`config.mk`:
```
export PLATFORM = sky130hd
export DESIGN_NAME = mem_port_arbiter
export DESIGN_NICKNAME = d
export VERILOG_FILES = /design/src/rtl/mem_port_arbiter.sv
export SDC_FILE = /design/constraint.sdc
export NUM_CORES = 1
export LEC_CHECK = 0
export ABC_AREA = 1
export BUFFER_PORTS_ARGS = -buffer_cell sky130_fd_sc_hd__buf_2
export CAP_MARGIN = 15
export CORE_MARGIN = 2
export CORE_UTILIZATION = 25
export DETAILED_ROUTE_END_ITERATION = 8
export PLACE_DENSITY = 0.44
export SLEW_MARGIN = 25
export SYNTH_ARGS = -nofsm -noshare
export SYNTH_HDL_FRONTEND = slang
export SYNTH_SLANG_ARGS = --single-unit
```
`constraint.sdc`:
```
create_clock -name clk -period 20 [get_ports clk]
set_input_delay 3 -clock clk [delete_from_list [all_inputs] [get_ports clk]]
set_output_delay 3 -clock clk [all_outputs]
set_load 0.02 [all_outputs]
```
`src/rtl/mem_port_arbiter.sv`:
```
// mem_port_arbiter: shares the single-port Memoria between instruction fetch (F)
// and data load/store (D). Only one access is in flight at a time. Byte and
// halfword stores are done as read-modify-write of the containing word.
// D is preferred, but after MAX_D_STREAK back-to-back D grants with F waiting,
// F is forced through.
// Optional feature macro: ALIGN_CHK_EN. When it is defined, misaligned word and
// half D accesses complete at once with d_err and never touch memory. When it is
// undefined, the offending low address bits are forced to zero instead.
module mem_port_arbiter #(
  parameter int MEM_RD_LAT   = 1,
  parameter int MAX_D_STREAK = 4
) (
  input  logic        clk,
  input  logic        rst,
  input  logic        f_req,
  input  logic [31:0] f_addr,
  output logic        f_gnt,
  output logic        f_valid,
  output logic [31:0] f_rdata,
  input  logic        d_req,
  input  logic        d_we,
  input  logic [1:0]  d_size,
  input  logic [31:0] d_addr,
  input  logic [31:0] d_wdata,
  output logic        d_gnt,
  output logic        d_valid,
  output logic [31:0] d_rdata,
  output logic        d_err,
  output logic [31:0] mem_addr,
  output logic        mem_wr,
  output logic [31:0] mem_din,
  input  logic [31:0] mem_dout,
  output logic        busy
);

  localparam logic [2:0] IDLE    = 3'd0;
  localparam logic [2:0] RD_WAIT = 3'd1;
  localparam logic [2:0] RMW_RD  = 3'd2;
  localparam logic [2:0] RMW_WR  = 3'd3;
  localparam logic [2:0] WR      = 3'd4;

  localparam logic [1:0] LAT_LOAD   = 2'(MEM_RD_LAT - 1);
  localparam logic [3:0] STREAK_MAX = 4'(MAX_D_STREAK);

  logic [2:0]  state;
  logic [1:0]  lat_cnt;
  logic [3:0]  streak;
  logic        owner_d;
  logic [1:0]  lat_size;
  logic [1:0]  lat_lo;
  logic [15:0] lat_wdata;

  logic        idle;
  logic        f_wins;
  logic        misalign;
  logic        d_subword;
  logic [31:0] d_eff_addr;

  // Replace one byte or halfword lane of a word; other bits are kept.
  function automatic logic [31:0] merge_lane(input logic [31:0] old_word,
                                             input logic [15:0] wd,
                                             input logic [1:0]  size,
                                             input logic [1:0]  lo);
    logic [31:0] w;
    w = old_word;
    case (size)
      2'b10: w[{lo, 3'b000} +: 8] = wd[7:0];
      2'b01: begin
        if (lo[1]) w[31:16] = wd;
        else       w[15:0]  = wd;
      end
      default: w = old_word;
    endcase
    return w;
  endfunction

  // Grants are combinational so the requester sees acceptance in the same cycle.
  // Reset is folded in so that every output reads 0 while it is held.
  assign idle      = (state == IDLE) && !rst;
  assign f_wins    = f_req && (!d_req || (streak == STREAK_MAX));
  assign f_gnt     = idle && f_wins;
  assign d_gnt     = idle && d_req && !f_wins;
  assign d_subword = (d_size == 2'b01) || (d_size == 2'b10);

  // Word and half accesses use the naturally aligned address.
  always_comb begin
    case (d_size)
      2'b01:   d_eff_addr = {d_addr[31:1], 1'b0};
      2'b10:   d_eff_addr = d_addr;
      default: d_eff_addr = {d_addr[31:2], 2'b00};
    endcase
  end

`ifdef ALIGN_CHK_EN
  // Flag word or half D accesses that are not naturally aligned.
  always_comb begin
    case (d_size)
      2'b01:   misalign = d_addr[0];
      2'b10:   misalign = 1'b0;
      default: misalign = (d_addr[1:0] != 2'b00);
    endcase
  end
`else
  assign misalign = 1'b0;
`endif

  // Streak of D grants taken while F waits; it saturates and releases F.
  always_ff @(posedge clk or posedge rst) begin
    if (rst) begin
      streak <= 4'd0;
    end else if (f_gnt) begin
      streak <= 4'd0;
    end else if (d_gnt) begin
      if (!f_req)                    streak <= 4'd0;
      else if (streak != STREAK_MAX) streak <= streak + 4'd1;
      else                           streak <= streak;
    end else begin
      streak <= streak;
    end
  end

  // Sequencer: latches the winner in IDLE and walks it through its memory cycle.
  always_ff @(posedge clk or posedge rst) begin
    if (rst) begin
      state     <= IDLE;
      busy      <= 1'b0;
      lat_cnt   <= 2'd0;
      owner_d   <= 1'b0;
      lat_size  <= 2'd0;
      lat_lo    <= 2'd0;
      lat_wdata <= 16'd0;
      mem_addr  <= 32'd0;
      mem_wr    <= 1'b0;
      mem_din   <= 32'd0;
      f_valid   <= 1'b0;
      f_rdata   <= 32'd0;
      d_valid   <= 1'b0;
      d_rdata   <= 32'd0;
      d_err     <= 1'b0;
    end else begin
      f_valid <= 1'b0;
      d_valid <= 1'b0;
      d_err   <= 1'b0;
      case (state)
        IDLE: begin
          mem_wr <= 1'b0;
          if (f_gnt) begin
            owner_d  <= 1'b0;
            mem_addr <= f_addr;
            lat_cnt  <= LAT_LOAD;
            state    <= RD_WAIT;
            busy     <= 1'b1;
          end else if (d_gnt) begin
            owner_d   <= 1'b1;
            lat_size  <= d_size;
            lat_lo    <= d_addr[1:0];
            lat_wdata <= d_wdata[15:0];
            if (misalign) begin
              d_valid <= 1'b1;
              d_err   <= 1'b1;
            end else if (!d_we) begin
              mem_addr <= d_eff_addr;
              lat_cnt  <= LAT_LOAD;
              state    <= RD_WAIT;
              busy     <= 1'b1;
            end else if (d_subword) begin
              mem_addr <= {d_addr[31:2], 2'b00};
              lat_cnt  <= LAT_LOAD;
              state    <= RMW_RD;
              busy     <= 1'b1;
            end else begin
              mem_addr <= d_eff_addr;
              mem_din  <= d_wdata;
              mem_wr   <= 1'b1;
              state    <= WR;
              busy     <= 1'b1;
            end
          end else begin
            state <= IDLE;
          end
        end
        RD_WAIT: begin
          if (lat_cnt == 2'd0) begin
            state <= IDLE;
            busy  <= 1'b0;
            if (owner_d) begin
              d_valid <= 1'b1;
              d_rdata <= mem_dout;
            end else begin
              f_valid <= 1'b1;
              f_rdata <= mem_dout;
            end
          end else begin
            lat_cnt <= lat_cnt - 2'd1;
          end
        end
        RMW_RD: begin
          if (lat_cnt == 2'd0) begin
            mem_din <= merge_lane(mem_dout, lat_wdata, lat_size, lat_lo);
            mem_wr  <= 1'b1;
            state   <= RMW_WR;
          end else begin
            lat_cnt <= lat_cnt - 2'd1;
          end
        end
        RMW_WR, WR: begin
          mem_wr  <= 1'b0;
          d_valid <= 1'b1;
          state   <= IDLE;
          busy    <= 1'b0;
        end
        default: begin
          mem_wr <= 1'b0;
          state  <= IDLE;
          busy   <= 1'b0;
        end
      endcase
    end
  end

endmodule

```
# --- Word-level counts from Yosys, hierarchy flattened ---
# Index checks and enable logic that the tools add are counted.
word_totals:
  word_cells: 120
  ff_bits: 162
  in_bits: 135
  out_inout_bits: 135
op_classes:
  n_bitwise: 4
  shift: 2
  n_reduce_logical: 27
  add_sub_neg: 3
  n_eq_ne: 20
  mux: 49
ops:
  columns: ["op", "count"]
  rows:
  - ["two-way mux 32 bit", 7]
  - ["one-hot mux 32 bit (2 select lines)", 2]
  - ["bitwise mux 32 bit", 1]
  - ["two-way mux 16 bit", 2]
  - ["variable shift 8 x 7 -> 32 bit (first input constant)", 1]
  - ["variable part select 8 x 7 -> 32 bit", 1]
  - ["two-way mux 3 bit", 6]
  - ["two-way mux 4 bit", 4]
  - ["two-way mux 1 bit", 14]
  - ["two-way mux 2 bit", 7]
  - ["!= test 2 bit (second input constant)", 7]
  - ["AND reduction 3 bit", 4]
  - ["one-hot mux 3 bit (3 select lines)", 1]
  - ["one-hot mux 2 bit (2 select lines)", 2]
  - ["AND reduction 2 bit", 4]
  - ["negator 5 -> 7 bit", 1]
  - ["== test 3 x 2 -> 1 bit (second input constant)", 2]
  - ["one-hot mux 1 bit (3 select lines)", 2]
  - ["AND reduction 6 bit", 1]
  - ["nonzero test 2 bit", 3]
  - ["logical AND 1 bit", 5]
  - ["adder 4 x 1 -> 4 bit (second input constant)", 1]
  - ["== test 2 x 1 -> 1 bit (second input constant)", 2]
  - ["== test 2 bit (second input constant)", 2]
  - ["other kinds (16)", 23]

# --- Longest topological paths before layout ---
# Gate-level depths: netlist of the first run.
depth:
  word_depth: 8
  mapped_depth: 11
  depth_no_buf: 10

# --- Worst setup path after synthesis of the first run ---
# OpenSTA, ideal clock, no wires.
synth_path:
  path_kind: "input to output"
  start: "input port rst"
  end: "output port f_gnt"
  path_buffers: 1
  stages: 6
  t_arrival_ns: 7.521
  setup_slack_ns: 9.479
  required_ns: 17.000
  path_cell_list: "inv_1 nand4_1 inv_2 nand2_1 inv_2 buf_4"
synth_between:
  elab_chain_cells: 3
synth_lines:
  columns: ["element", "line", "rtl"]
  rows:
  - ["start: declaration", "14", "input logic rst,"]
  - ["zero test 1 bit (no line)", null, null]
  - ["logical AND 1 bit", "79", "assign idle = (state == IDLE) && !rst;"]
  - ["logical AND 1 bit", "81", "assign f_gnt = idle && f_wins;"]
  - ["end: declaration", "17", "output logic f_gnt,"]
# No other way between the ends.

# --- Worst setup path in the final report of the first run ---
# Ends and elaborated chain as after synthesis.

==> metrics.md, run 1 <==
| Metric | Value |
|---|---|
| Outcome | `completed` |
| Layout fillers | `3363` |
| DRC | `0` |
| Achievable Freq | `124 MHz` |
| Via count of the first global-routing pass | `between 7000 and 8000` |
| Async SR Flop Fraction | `1.00` |
| Final setup violation count | `0` |
| CP Cell Sequence | `buf_2 -> inv_6 -> nand4_1 -> inv_2 -> nand2_1 -> inv_2 -> buf_2` |
| Setup WS pre-CTS | `11.89 ns` |
| DRT Pass-1 Iters | `4` |
| Crit path capture type | `output port` |
| Slowest CP cell | `inv_2` |
| Global-route wire length before repair | `between 40000 and 50000 um` |
| Initial antenna violation count | `5` |
| Power Total | `1650 uW` |
| Post-synth EDFFs | `0` |
| Design Area, Final | `9950 um^2` |
| Total Routed Length | `26000 um` |
| Syn Inst Count | `988` |
| Mux cell area share after synthesis | `0` |
| Post-DR vias/cell | `4.31` |
| Worst Hold Class | `register to register` |
| # Post-CTS Setup Buffers | `0` |
| IO Count | `270` |
| Largest net degree at the start of global routing | `65` |
| Multi-input gate area | `just over 3000 um^2` |
| Sink Count | `162` |
| Number of routed nets with antenna violations | `0` |
| Tmin final | `8.04 ns` |
| Worst-Skew Late Latency | `0.43 ns` |
| Clock Skew | `0.0174 ns` |
| CP startpoint kind | `input pin` |
| Adder-cell share of the synthesized area | `0.0195` |
| Synth Area in Compound Gates | `0.101` |
| Vias | `between 7000 and 8000` |
| Worst Setup Path Type | `input pin to output port` |
| Routability Congestion | `roughly 0.78` |
| PwrDens | `166 nW/um^2` |
| Post-synthesis simple-gate area fraction | `0.277` |
| CP max FO | `56` |
| Gr usage total | `0.162` |
| WP data required | `17.00 ns` |
| Sequential element share of the synthesized area | `0.526` |
| Drt wl/cell | `between 15 and 20 um` |
| CTS tree | `done` |
| Final hold violation count | `0` |
| Yosys reg bits | `about 160` |
| Cts hold-fix bufs | `0` |
| Clock Pin Slew Worst Setup and Hold Paths | `0.07 ns` |
| Area Growth Syn to Fin | `29.0%` |
| FF/Latch Area | `just over 4000 um^2` |
| Synth Net Count | `1135` |
| Worst EP arrival | `5.04 ns` |
| Crit path max-delay family | `buffers and inverters` |
| Post-synthesis xor/xnor area fraction | `0.00227` |
| CORE AREA | `30500 um^2` |
| CTS Buf Count | `17` |
| Initial drt markers | `347` |
| Dominant synthesized flop cell | `dfrtp_1` |
| Final net count | `1383` |
| Mean area per synthesized cell | `slightly below 8 um^2` |
| Fin. max-slew vios | `0` |
| Total of max-cap violations | `0` |
| Initial Utilization | `0.253` |
| CTS H-Tree Depth | `4` |
| Die width | `180 um` |
| DP Area | `between 9000 and 10000 um^2` |
| Share of layout cells above drive strength 1 | `0.262` |
| Final worst slack | `11.96 ns` |
| Clock Tree Buf Depth | `2` |
| Static Leak | `0.00545 uW` |
| Worst Tran Pin Value | `1.02 ns` |
| Post-synth cell types | `29` |
| PostCTS Resize Cnt | `0` |
| RSZ-0062 raised after global routing | `false` |
| Post-synthesis cell area | `7710 um^2` |
| CP max stage delay | `0.55 ns` |
| Dpl hpwl | `19000 um` |
| Setup tns final | `0 ns` |
| Relative slew margins | `0.318` |
| Fin util | `0.326` |
| Root Buffer | `clkbuf_16` |
| Peak VDD IR | `0.0594 mV` |
| Die H | `180 um` |
| Largest family of logic cells by synthesized area | `simple AND/OR/NAND/NOR gates` |
| Row cnt | `64` |
| Crit path buf inv count | `5` |
| GRT overflow | `0` |
| # port buffers | `around 270` |
| Period utilisation layout | `0.402` |
| Die ar. | `32300 um^2` |
| Syn. warnings | `0` |
[report_power, final]
| part | switching, uW | leakage, uW | internal [uW] |
|---|---|---|---|
| sequential | 91.4 | 0.00201 | 482 |
| combinational | 520 | 0.00315 | 226 |
| clock | 160 | 0.000288 | 167 |
[flip-flops by register name (all words and copies together) (netlist names), 2 cells and up]
| signal | cells |
|---|---|
| d_rdata | 32 |
| f_rdata | 32 |
| streak | 4 |
| mem_addr | 32 |
| lat_cnt | 2 |
| mem_din | 32 |
| lat_lo | 2 |
| state | 3 |
| lat_size | 2 |
| lat_wdata | 16 |
[cell usage in the layout, fill, tap and decap left out, types with 17 or more instances in the layout]
cell / count
o21ai_0: 19
clkbuf_16: 17
nand2_1: 388
o21ai_1: 62
inv_1: 79
dfrtp_1: 162
buf_2: 268
nand3_1: 73
a21oi_1: 65
nor2_1: 48
[cells in the mapped netlist (3+ instances only)]
| master | instances | area (um^2) |
|---|---|---|
| ha_1 | 12 | 150 |
| o21ai_1 | 62 | 310 |
| nand4_1 | 4 | 25.0 |
| inv_1 | 80 | 300 |
| clkbuf_1 | 4 | 15.0 |
| nand3_1 | 73 | 365 |
| nand2_1 | 389 | 1460 |
| nand3_2 | 3 | 30.0 |
| dfrtp_1 | 162 | 4050 |
| buf_4 | 3 | 22.5 |
| o21ai_0 | 19 | 95.1 |
| inv_2 | 8 | 30.0 |
| nor2_1 | 48 | 180 |
| nor3_1 | 3 | 15.0 |
| buf_6 | 3 | 33.8 |
| a21oi_1 | 65 | 325 |
| buf_2 | 33 | 165 |
[logic make-up (layout without fill, tap and decap cells)]
| family | Yosys count | count (layout) |
|---|---|---|
| XOR/XNOR | 2 | 2 |
| adder cells (fa/ha/maj) | 12 | 12 |
| buffers and inverters | 133 | 394 |
| AO/OA/AOI/OAI | 151 | 151 |
| AND/OR/NAND/NOR | 527 | 527 |
| flip-flops | 162 | 162 |
| other | 1 | 5 |
[per-layer routing]
metal  share of wire  wire length (um)  vias to the layer above  global-route usage
met5         0.00081                21                        -                   0
met4          0.0058               150                        4              0.0302
met3           0.062              1610                       10              0.0448
met2            0.44             11500                      215               0.254
met1            0.49             12700                     3246               0.226
li1                -                 -                     3627                   -
[metrics by stage]
| step | hold WS, ns | cells |
|---|---|---|
| 2_1_floorplan | 0.442 | 988 |
| 3_3_place_gp | 0.459 | 1613 |
| 3_5_place_dp | 0.463 | 1613 |
| 4_1_cts | 0.483 | 1645 |
| 5_1_grt | 0.488 | 1645 |
| 6_report | 0.477 | 1649 |
[path summary, 6_finish.rpt]
| path | startpoint | to | slack [ns] | cells after the start |
|---|---|---|---|---|
| max in group asynchronous | rst | d_rdata[13] | 16.19 | 3 |
| worst min register to register | mem_din[4] | mem_din[4] | 0.48 | 2 |
| worst max register to register | lat_size[0] | mem_din[24] | 17.46 | 8 |
| min in group asynchronous | rst | d_rdata[7] | 2.61 | 2 |
| worst max-delay path | rst | f_gnt | 11.96 | 7 |
| worst min-delay path | mem_din[4] | mem_din[4] | 0.48 | 2 |
[worst reg2reg max path, stage by stage (launching register included)]
cell	delay, ns
dfrtp_1	0.37
inv_1	0.05
ha_1	0.45
inv_1	0.51
nand3_1	0.47
a21oi_1	0.35
a21oi_1	0.10
nand2_1	0.07
nand2_1	0.06
[final cells by class]
| cell class | instances | share of cell area |
|---|---|---|
| Sequential cell | 162 | 0.407 |
| Timing Repair Buffer | 274 | 0.139 |
| Antenna cell | 4 | 0.00101 |
| Tap cell | 396 | 0.0498 |
| Multi-Input combinational cell | 693 | 0.310 |
| Clock buffer | 17 | 0.0428 |
| Clock inverter | 15 | 0.0158 |
| Inverter | 88 | 0.0337 |
(Power assumes the default switching activity.)
==> run 2, diff against run 1 <==
PLACE_DENSITY = 0.45   (was 0.44)
clock period = 7.32 ns   (was 20 ns; I/O delays follow)
==> run 2 against run 1 <==
- critical path depth is the same
- die area stayed put
- worst setup slack got worse by 9.1 ns
- global-route usage fell by 0.19 points
- worst hold slack got worse by 0.00098 ns
- critical endpoint unchanged
- final area unchanged
- register-to-register slack got worse by 13 ns
- critical path type unchanged
- wire length is 0.48% higher
- core utilization stayed put
- sequential share of layout area is the same
- largest cell class unchanged
==> metrics.md, run 2 (same netlist as run 1, synthesis figures left out) <==
| Metric | Value |
|---|---|
| Outcome | `completed` |
| WP data required | `6.22 ns` |
| Min-delay src | `mem_din[21]` |
| Worst Hold Class | `register to register` |
| Final setup violation count | `0` |
| Final hold violation count | `0` |
| Hold Path Depth | `2` |
| CTS tree | `done` |
| Tmin final | `4.42 ns` |
| Peak VDD IR | `0.187 mV` |
| Total of max-cap violations | `0` |
| Combinational power share | `0.452` |
| Initial antenna violation count | `8` |
| Crit path buf inv count | `5` |
| Commonest cells after routing, fill and taps aside | `nand2_1 (388), buf_2 (268), dfrtp_1 (162)` |
| Sw Share | `0.469` |
| Die width | `approximately 180 um` |
| Worst Setup Path Type | `input pin to output port` |
| Clock Pin Slew Worst Setup and Hold Paths | `0.08 ns` |
| Static Leak | `0.00545 uW` |
| CP max FO | `80` |
| Fin util | `0.326` |
| FF/Latch Area | `around 4100 um^2` |
| Setup tns final | `0 ns` |
| Slowest CP cell | `inv_2` |
| Most common cell after layout, fill and taps aside | `nand2_1` |
| Final net count | `1383` |
| Gr usage total | `0.160` |
| Worst Tran Pin Value | `1.01 ns` |
| Post-DR vias/cell | `4.31` |
| Reg2reg setup slack | `4.82 ns` |
| Period utilisation layout | `0.604` |
| Via count of the first global-routing pass | `7029` |
| DRT Pass-1 Iters | `7` |
| Area Growth Syn to Fin | `29.0%` |
| Crit path max-delay family | `buffers and inverters` |
| Layout fillers | `3326` |
| Worst-Skew Late Latency | `approximately 0.43 ns` |
| Root Buffer | `clkbuf_16` |
| Multi-input gate area | `between 3000 and 4000 um^2` |
| Relative slew margins | `0.327` |
| Achievable Freq | `between 200 and 250 MHz` |
| Worst EP arrival | `3.32 ns` |
| # port buffers | `268` |
| Crit path capture type | `output port` |
| CTS H-Tree Depth | `4` |
| Vias | `around 7100` |
| # Post-CTS Setup Buffers | `0` |
| Fin. max-slew vios | `0` |
| PostCTS Resize Cnt | `0` |
| Net switching power | `2120 uW` |
| Power Total | `~4500 uW` |
| Drt wl/cell | `15.8 um` |
| Met3 GRT Util | `0.0393` |
| Hold EP | `mem_din[21]` |
| Worst reg2reg endpoint | `mem_din[27]` |
| GRT overflow | `0` |
| DRC | `0` |
| Number of routed nets with antenna violations | `0` |
| PwrDens | `454 nW/um^2` |
| Dpl hpwl | `19000 um` |
| CORE AREA | `30500 um^2` |
| Initial Utilization | `0.253` |
| IO Count | `270` |
| Die ar. | `32300 um^2` |
| Met1 Track Usage GR | `0.227` |
| Share of layout cells above drive strength 1 | `0.262` |
| Worst-case reg-to-reg path depth | `8` |
| Sequential Power Share | `0.345` |
| Largest net degree at the start of global routing | `81` |
| Routability Congestion | `0.812` |
| Clock Skew | `between 0.02 and 0.025 ns` |
| CP max stage delay | `0.55 ns` |
| Global-route wire length before repair | `about 41000 um` |
| Cts hold-fix bufs | `0` |
| Clock Tree Buf Depth | `2` |
| Pint | `roughly 2400 uW` |
| Total Routed Length | `26100 um` |
| CTS Buf Count | `17` |
| RSZ-0062 raised after global routing | `false` |
| Clk pwr share | `0.202` |
| CP Cell Sequence | `buf_2 -> inv_6 -> nand4_1 -> inv_2 -> nand2_1 -> inv_2 -> buf_2` |
| Sink Count | `162` |
| RR Startpoint | `lat_size[0]` |
| CP startpoint kind | `input pin` |
| GRT busiest layer | `met2` |
| Row cnt | `between 60 and 70` |
| Die H | `between 150 and 200 um` |
| Routing usage on met2 | `0.245` |
| Initial drt markers | `approximately 420` |
[run 2: cell count changes in the layout (fill, tap and decap cells not counted), sizes merged]
cell	delta
diode	-1
[run 2: area by class of cell]
class / instances / area share
diodes: 3 / 0.000755
repair buffers: 274 / 0.139
inverters: 88 / 0.0337
flip-flops and latches: 162 / 0.407
clock inverters: 15 / 0.0161
well taps: 396 / 0.0498
multi-input cells: 693 / 0.310
clock buffers: 17 / 0.0428
[run 2: power groups by stage]
stage                     registers, uW  clock network (uW)  logic, uW
final                              1560                 913       2040
after global routing               1620                 980       2270
after CTS                          1560                 942       2080
after detailed placement           1570                   0       2070
after global placement             1570                   0       2060
after floorplan                    1980                   0        939
[run 2: how the worst max path moves through the flow]
stage / endpoint / depth (start not counted) / from / slack (ns)
5_1_grt: f_gnt / 7 / rst / 2.54
3_5_place_dp: f_gnt / 7 / rst / 2.76
6_report: f_gnt / 7 / rst / 2.90
3_3_place_gp: f_gnt / 7 / rst / 2.88
4_1_cts: f_gnt / 7 / rst / 2.75
2_1_floorplan: f_gnt / 6 / rst / 0.60
[run 2: metal layers]
layer	wire [um]	vias to the layer above
met5	56	-
met4	231	10
met3	1480	21
met2	11500	219
met1	12800	3218
li1	-	3627
[run 2: through the flow]
step	setup slack, ns	hold slack [ns]	cells	area [um^2]
3_5_place_dp	2.76	0.459	1613	9360
5_1_grt	2.54	0.496	1647	9950
2_1_floorplan	0.603	0.442	988	7710
4_1_cts	2.75	0.481	1645	9940
6_report	2.90	0.476	1648	9950
3_3_place_gp	2.88	0.459	1613	9360
[run 2: tightest hold or removal path: stages (launching register included)]
cell and delay, ns:
dfrtp_1 0.34, nand2_1 0.05, nand2_1 0.06
